`config.mk`:
```
export PLATFORM = sky130hd
export DESIGN_NAME = mem_wb_stage
export DESIGN_NICKNAME = d
export VERILOG_FILES = /design/src/rtl/mem_wb_stage_pkg.sv /design/src/rtl/mem_lane_align.sv /design/src/rtl/mem_wb_stage.sv
export SDC_FILE = /design/constraint.sdc
export NUM_CORES = 1
export LEC_CHECK = 0
export BUFFER_PORTS_ARGS = -buffer_cell sky130_fd_sc_hd__buf_2
export CAP_MARGIN = 15
export CORE_ASPECT_RATIO = 0.5
export CORE_MARGIN = 8
export CORE_UTILIZATION = 52
export DETAILED_ROUTE_END_ITERATION = 6
export GPL_TIMING_DRIVEN = 0
export PLACE_DENSITY = 0.81
export SETUP_SLACK_MARGIN = 0.4
export SLEW_MARGIN = 30
export SYNTH_ARGS = -nofsm -noshare
export SYNTH_HDL_FRONTEND = slang
export SYNTH_SLANG_ARGS = --single-unit
```
`constraint.sdc`:
```
create_clock -name clk -period 2.5 [get_ports clk]
set_input_delay 0.375 -clock clk [delete_from_list [all_inputs] [get_ports clk]]
set_output_delay 0.375 -clock clk [all_outputs]
set_load 0.03 [all_outputs]
```
`src/rtl/mem_wb_stage_pkg.sv`:
```
// rtl/mem_wb_stage_pkg.sv - shared access-size, FSM and pending-bundle types for the MEM/WB stage
package mem_wb_stage_pkg;

  localparam logic [1:0] SIZE_WORD = 2'd0;
  localparam logic [1:0] SIZE_HALF = 2'd1;
  localparam logic [1:0] SIZE_BYTE = 2'd2;

  typedef enum logic {
    ST_IDLE = 1'b0,
    ST_BUSY = 1'b1
  } state_e;

  typedef struct packed {
    logic [31:0] alu;
    logic [31:0] pc;
    logic [4:0]  addr;
    logic        we;
    logic        is_load;
    logic [1:0]  size;
    logic [1:0]  off;
  } pend_t;

  // Size 3 is not a legal encoding and is handled as a word access.
  function automatic logic misaligned(input logic [1:0] size, input logic [1:0] off);
    case (size)
      SIZE_BYTE: misaligned = 1'b0;
      SIZE_HALF: misaligned = off[0];
      default:   misaligned = |off;
    endcase
  endfunction

endpackage

```
`src/rtl/mem_lane_align.sv`:
```
// rtl/mem_lane_align.sv - little-endian byte-lane steering for stores and sign-extending load extract
module mem_lane_align
  import mem_wb_stage_pkg::*;
(
  input  logic [1:0]  i_st_size,
  input  logic [1:0]  i_st_off,
  input  logic [31:0] i_st_data,
  output logic [3:0]  o_be,
  output logic [31:0] o_wdata,
  output logic        o_misaligned,
  input  logic [1:0]  i_ld_size,
  input  logic [1:0]  i_ld_off,
  input  logic [31:0] i_rdata,
  output logic [31:0] o_ld_data
);

  logic [7:0]  w_ld_byte;
  logic [15:0] w_ld_half;

  assign o_misaligned = misaligned(i_st_size, i_st_off);

  always_comb begin
    o_be    = 4'b1111;
    o_wdata = i_st_data;
    case (i_st_size)
      SIZE_HALF: begin
        o_be    = i_st_off[1] ? 4'b1100 : 4'b0011;
        o_wdata = {2{i_st_data[15:0]}};
      end
      SIZE_BYTE: begin
        o_be    = 4'b0001 << i_st_off;
        o_wdata = {4{i_st_data[7:0]}};
      end
      default: ;
    endcase
  end

  assign w_ld_byte = i_rdata[{i_ld_off, 3'b000} +: 8];
  assign w_ld_half = i_rdata[{i_ld_off[1], 4'b0000} +: 16];

  always_comb begin
    o_ld_data = i_rdata;
    case (i_ld_size)
      SIZE_HALF: o_ld_data = {{16{w_ld_half[15]}}, w_ld_half};
      SIZE_BYTE: o_ld_data = {{24{w_ld_byte[7]}}, w_ld_byte};
      default:   ;
    endcase
  end

endmodule

```
`src/rtl/mem_wb_stage.sv`:
```
// rtl/mem_wb_stage.sv - MIPS memory-access stage with req/ack data bus and MEM/WB register
module mem_wb_stage
  import mem_wb_stage_pkg::*;
(
  input  logic        clk,
  input  logic        reset,
  input  logic [31:0] PCNext_in,
  input  logic [31:0] ReadData2_in,
  input  logic [1:0]  state_of_type_in,
  input  logic        data_mem_en_in,
  input  logic [31:0] ALU_result_in,
  input  logic        wb_data_sel_in,
  input  logic        wb_addr_sel_in,
  input  logic        wb_write_en_in,
  input  logic [4:0]  wb_addr1_in,
  input  logic [4:0]  wb_addr2_in,
  output logic        stall_out,
  output logic        mem_req,
  output logic        mem_we,
  output logic [31:0] mem_addr,
  output logic [3:0]  mem_be,
  output logic [31:0] mem_wdata,
  input  logic [31:0] mem_rdata,
  input  logic        mem_ack,
  output logic [31:0] wb_data_out,
  output logic [4:0]  wb_addr_out,
  output logic        wb_write_en_out,
  output logic [31:0] PCNext_out,
  output logic        align_err_out
);

  state_e      r_state;
  pend_t       r_pend;
  logic        r_mem_req;
  logic        r_mem_we;
  logic [31:0] r_mem_addr;
  logic [3:0]  r_mem_be;
  logic [31:0] r_mem_wdata;
  logic [31:0] r_wb_data;
  logic [4:0]  r_wb_addr;
  logic        r_wb_we;
  logic [31:0] r_pc;
  logic        r_align_err;

  logic        w_mem_op;
  logic        w_is_load;
  logic        w_misaligned;
  logic        w_launch;
  logic        w_bad_op;
  logic [3:0]  w_be;
  logic [31:0] w_wdata;
  logic [31:0] w_ld_data;
  logic [4:0]  w_wb_addr;

  // A store wins when both the store and load controls are set.
  assign w_mem_op  = data_mem_en_in | wb_data_sel_in;
  assign w_is_load = wb_data_sel_in & ~data_mem_en_in;
  assign w_launch  = w_mem_op & ~w_misaligned;
  assign w_bad_op  = w_mem_op & w_misaligned;
  assign w_wb_addr = wb_addr_sel_in ? wb_addr2_in : wb_addr1_in;

  assign stall_out = (r_state == ST_IDLE) ? w_launch : ~mem_ack;

  mem_lane_align u_lane (
    .i_st_size    (state_of_type_in),
    .i_st_off     (ALU_result_in[1:0]),
    .i_st_data    (ReadData2_in),
    .o_be         (w_be),
    .o_wdata      (w_wdata),
    .o_misaligned (w_misaligned),
    .i_ld_size    (r_pend.size),
    .i_ld_off     (r_pend.off),
    .i_rdata      (mem_rdata),
    .o_ld_data    (w_ld_data)
  );

  always_ff @(posedge clk or negedge reset) begin
    if (!reset) begin
      r_state     <= ST_IDLE;
      r_pend      <= '0;
      r_mem_req   <= 1'b0;
      r_mem_we    <= 1'b0;
      r_mem_addr  <= '0;
      r_mem_be    <= '0;
      r_mem_wdata <= '0;
      r_wb_data   <= '0;
      r_wb_addr   <= '0;
      r_wb_we     <= 1'b0;
      r_pc        <= '0;
      r_align_err <= 1'b0;
    end else begin
      r_align_err <= 1'b0;
      case (r_state)
        ST_IDLE: begin
          if (w_launch) begin
            r_mem_req    <= 1'b1;
            r_mem_we     <= data_mem_en_in;
            r_mem_addr   <= {ALU_result_in[31:2], 2'b00};
            r_mem_be     <= w_be;
            r_mem_wdata  <= w_wdata;
            r_pend.alu     <= ALU_result_in;
            r_pend.pc      <= PCNext_in;
            r_pend.addr    <= w_wb_addr;
            r_pend.we      <= wb_write_en_in;
            r_pend.is_load <= w_is_load;
            r_pend.size    <= state_of_type_in;
            r_pend.off     <= ALU_result_in[1:0];
            r_wb_we      <= 1'b0;
            r_state      <= ST_BUSY;
          end else begin
            // Misaligned accesses retire as a bubble with a one-cycle error flag.
            r_wb_data   <= ALU_result_in;
            r_wb_addr   <= w_wb_addr;
            r_wb_we     <= wb_write_en_in & ~w_bad_op;
            r_pc        <= PCNext_in;
            r_align_err <= w_bad_op;
          end
        end
        ST_BUSY: begin
          if (mem_ack) begin
            r_mem_req <= 1'b0;
            r_wb_data <= r_pend.is_load ? w_ld_data : r_pend.alu;
            r_wb_addr <= r_pend.addr;
            r_wb_we   <= r_pend.we;
            r_pc      <= r_pend.pc;
            r_state   <= ST_IDLE;
          end else begin
            r_wb_we <= 1'b0;
          end
        end
        default: r_state <= ST_IDLE;
      endcase
    end
  end

  assign mem_req         = r_mem_req;
  assign mem_we          = r_mem_we;
  assign mem_addr        = r_mem_addr;
  assign mem_be          = r_mem_be;
  assign mem_wdata       = r_mem_wdata;
  assign wb_data_out     = r_wb_data;
  assign wb_addr_out     = r_wb_addr;
  assign wb_write_en_out = r_wb_we;
  assign PCNext_out      = r_pc;
  assign align_err_out   = r_align_err;

endmodule

```
# After elaboration in Yosys (flattened, before gate mapping)
# Index checks and enable logic that the tools add are counted.
# W data, S select, Z words.
[word_totals] reg_bits=215 word_cells=70
[op_classes] n_eq_ne=7 bitwise_logic=10 muxes=28 shift=3 reduce_logical=4
[ops] cell="$pmux W32 S2" count=4
[ops] cell="$mux W32" count=5
[ops] cell="$shiftx A32 B6 Y16" count=1
[ops] cell="$shiftx A32 B6 Y8" count=1
[ops] cell="$mux W5" count=3
[ops] cell="$pmux W5 S2" count=1
[ops] cell="$mux W1" count=9
[ops] cell="$pmux W1 S2" count=4
[ops] cell="$pmux W4 S2" count=1
[ops] cell="$ne A2 B2 Y1 const B" count=3
[ops] cell="$reduce_and A2 Y1" count=3
[ops] cell="$not A1 Y1" count=5
[ops] cell="$and A1 B1 Y1" count=4
[ops] cell="$eq A2 B1 Y1 const B" count=2
[ops] cell="$eq A2 B2 Y1 const B" count=2
[ops] cell="$mux W4" count=1
[ops] cell="$shl A1 B2 Y4 const A" count=1
[ops] cell="$reduce_or A2 Y1" count=1
[ops] cell="$or A1 B1 Y1" count=1

# Logic depth before layout (Yosys ltp)
[depth] depth_word=7 ltp_mapped=10 ltp_nobuf=7

# Cells and area by module
# From an unflattened synthesis, not the netlist that was laid out.
[hier_totals] hier_cells=755 area_unflattened_um2=9196.3
[by_module_without_submodules] mod="mem_wb_stage" instances=1 area_per_inst_um2=7988.9 cells_per_inst=565
[by_module_without_submodules] mod="mem_lane_align" instances=1 area_per_inst_um2=1207.4 cells_per_inst=190

# Worst setup path before layout
# Ideal clock, no wire load.
[synth_timing] path_type="in2out" startpoint="in state_of_type_in[0]" endpoint="out stall_out" arrival_ps=1785 slack_ps=340 path_stages=7 path_cell_list="inv_1 -> ha_1 -> a21o_2 -> a311o_1 -> buf_6 -> clkinv_8 -> buf_2"
[synth_via] elab_chain_cells=5 elab_cells_between_ends=6 cone_classes="2 x eq/ne; 2 x mux; 2 x bitwise"
[synth_rtl] element="start: declaration" line="mem_wb_stage.sv:9" text="input logic [1:0] state_of_type_in,"
[synth_rtl] element="$eq A2 B1 Y1 / $eq A2 B2 Y1 (equally long branches)" line="mem_wb_stage_pkg.sv:25" text="case (size)"
[synth_rtl] element="$pmux W1 S2 *" line="mem_wb_stage_pkg.sv:25"
[synth_rtl] element="$not A1 Y1 *" line="mem_wb_stage.sv:58" text="assign w_launch = w_mem_op & ~w_misaligned;"
[synth_rtl] element="$and A1 B1 Y1 *" line="mem_wb_stage.sv:58"
[synth_rtl] element="$mux W1 *" line="mem_wb_stage.sv:62" text="assign stall_out = (r_state == ST_IDLE) ? w_launch : ~mem_ack;"
[synth_rtl] element="end: declaration" line="mem_wb_stage.sv:17" text="output logic stall_out,"
# Every way passes the cells marked *; elsewhere a longest branch is shown, timed or not.

# Worst setup path after layout
[layout_timing] startpoint="in state_of_type_in[1]" endpoint="out stall_out"
# The elaborated chain is that of the path after synthesis.

==> out/qor.txt <==
Cell Area, Placed: 11200 um^2
IO Count: 289
Worst slew pin tran: 762 ps
Buf/Inv on CP: 6
Fmax: 465 MHz
Most frequent cell after synthesis: nand2_1
Synthesized area: 9400 um^2
Chip width: 206 um
Final setup fails: 0
Slowest stage delay, CP: 360 ps
Kind of critical path: in -> out
Clk pin slew, worst setup/hold paths: 80 ps
Initial antenna violation count: 5
Largest net degree at the start of global routing: 88
Number of global-route vias before repair: 9185
Yosys reg bits: 183
Synth area leaders: dfrtp_1 49%, nand2_1 12%, mux2i_1 5.8%
Reg-to-reg endpoint: wb_data_out[30]
Mapped Cells: 1046
CTS tree: done
FFs w/ async S/R, synth: 1.00
Final Hold Vio Count: 0
Mapped Avg Cell Area: 8.98 um^2
Arr. time, crit path: 1780 ps
Die height: 111 um
Final net count: 1512
H-tree levels: 4
Minimum clock period: 2150 ps
Fin area: 11900 um^2
Routability Congestion: 0.937
Crit-path max FO: 5
P_leak: 6.15 nW
Sequential-to-total area share from yosys stat: 0.487
Antenna viol nets, final: 0
Mux share of post-synthesis cell area: 0.0719
Synth Area in Compound Gates: 0.177
Residual DRC: 0
Avg WL per Cell: 20.3 um
Crit share post-route: 0.861
Clock buffer depth: 2
Max-Cap Viols: 0
Synth cell types: 49
Startpoint types: primary input
Path depth of the worst reg2reg path: 7
DP Wirelength: 24.7 mm
CP top delay family: buffers and inverters
Layout cells sized above 1: 0.322
Initial drt markers: 881
Worst slew margin: 0.492
Clock sink count: 183
Simple-gate portion of the synthesized area: 0.188
IO Port Bufs: 284
Num CTS Buffers: 17
First-pass GRT wire length: 50.9 mm
Rows: 34
Worst flop-to-flop path startpoint: r_pend[2]
Vias post-DR: 9188
Pwr Density: 1350 nW/um^2
Synth Flop Type: dfrtp_1
Slew Viols, Final: 0
CTS root buf: clkbuf_16
Area Overhead vs Synth: 27.0%
Pre-antenna DRT Iters: 6
Hold_sp: PCNext_in[23]
Peak supply drop: 0.720 mV
Power, Total: 16.1 mW
Top-area cell type share of the netlist area: 0.487
R2R setup slack: 500 ps
Full die area: 22900 um^2
Worst Hold Path EP: r_pend[34]
Largest family of logic cells by synthesized area: simple AND/OR/NAND/NOR gates
Total Wirelength: 32.7 mm
Grt ovf: 0
CP max stage cell: a311o_1
Worst Setup End Kind: output pin
Yosys warns: 0
Initial Utilization: 0.536
WP data required: 2120 ps
Status: finished clean
Total track usage: 0.280
RSZ-0062 raised after global routing: yes
Most Frequent Cell on Critical Path: buf_6
Setup Skew: 11.7 ps
Core area: 17500 um^2
Clk_lat worst skew: 430 ps
Post-synthesis adder-cell area fraction: 0.00533
Yosys top cell by area: dfrtp_1
Hold Path Cell Cnt: 3
Xor-xnor portion of the synthesized cell area: 0
Top cells by count, synth: 288 x nand2_1, 183 x dfrtp_1, 98 x nor2_1
Vias per cell: 5.70
Number of flops mapped to enable cells by yosys: 0
Cell chain of the critical path: buf_2 -> inv_1 -> ha_2 -> a21o_4 -> a311o_1 -> buf_6 -> clkinv_8 -> buf_8 -> buf_6
Tightest Hold Check Type: in -> reg
==> worst max path at each step <==
stage / startpoint / endpoint / slack, ps / depth (start not counted)
after CTS: r_state / stall_out / 300 / 7
after detailed placement: state_of_type_in[0] / mem_req / -240 / 8
after floorplan: state_of_type_in[0] / stall_out / 410 / 7
after global placement: reset / wb_data_out[19] / -1860 / 1
final: state_of_type_in[1] / stall_out / 350 / 9
after global routing: r_state / stall_out / 310 / 7
==> cell families after synthesis <==
group | count (synthesis)
other cells | 1
compound gates | 231
buf+inv | 124
simple gates | 437
mux | 66
flops | 183
fa+ha+maj | 4
==> layout make-up <==
| class | instances | area, um^2 |
|---|---|---|
| repair buffers | 295 | 1560 |
| clock inverters | 15 | 158 |
| fillers | 1424 | 5590 |
| flip-flops and latches | 183 | 4580 |
| plain buffers | 107 | 607 |
| well taps | 234 | 293 |
| inverters | 17 | 77.6 |
| diodes | 5 | 12.5 |
| multi-input cells | 740 | 4220 |
| clock buffers | 17 | 425 |
==> registers in the layout, summed over array words and instances (netlist names) <==
register and cells:
r_pend 73, r_state 1, mem_we 1, align_err_out 1
mem_be 4, mem_req 1, mem_wdata 32, wb_write_en_out 1
wb_addr_out 5, PCNext_out 32, wb_data_out 32
==> cells in the final DEF (no fill, tap or decap), drive strengths merged, types with 3 or more instances in the layout <==
cell	Yosys	final
a211oi	36	36
a21oi	32	32
a221o	8	8
a221oi	16	16
a22oi	17	17
a31o	8	8
a31oi	7	7
and2	9	9
and3	18	18
buf	57	349
clkbuf	50	69
clkinv	2	5
dfrtp	183	183
diode	0	5
ha	4	4
inv	15	24
mux2	12	12
mux2i	54	54
nand2	288	288
nand2b	9	9
nor2	98	98
nor2b	11	11
o21ai	64	64
o221a	6	6
o221ai	17	17
o22ai	3	3
o31ai	7	7
==> tightest hold or removal path, delay by kind of cell <==
kind	cells	cell delay (ps)
buffers and inverters	1	80
and+or+nand+nor	2	80
==> power breakdown <==
part	leakage (nW)	internal, mW	switching, mW	total (mW)
Combinational	3.64	2.75	5.45	8.20
Sequential	2.23	4.30	0.865	5.17
Clock	0.284	1.42	1.30	2.72
==> routing by layer <==
layer | GRT usage | up-vias | wire length [um]
li1 | - | 4201 | -
met1 | 0.359 | 4445 | 13000
met2 | 0.455 | 462 | 15600
met3 | 0.0610 | 78 | 2980
met4 | 0.112 | 2 | 1160
met5 | 0 | - | 8
==> metrics by stage <==
stage	setup TNS (ps)	worst slack (ps)	hold slack [ps]	util	instances
detailed placement	-4340	-235	259	0.638	1567
floorplan	0	409	79.4	-	1047
CTS	0	302	136	0.676	1603
global route	0	310	154	0.681	1613
global placement	-340890	-1860	455	0.634	1565
finish	0	348	140	0.681	1613
==> what timing repair did <==
action / 4_1_cts / 5_1_grt
hold buffers: 1 / 0
pin swaps: 1 / 1
hold endpoints to repair: 34 / 0
buffers inserted: 3 / 5
setup endpoints to repair: 75 / 68
resized for setup: 16 / 14
(Power assumes the default switching activity.)
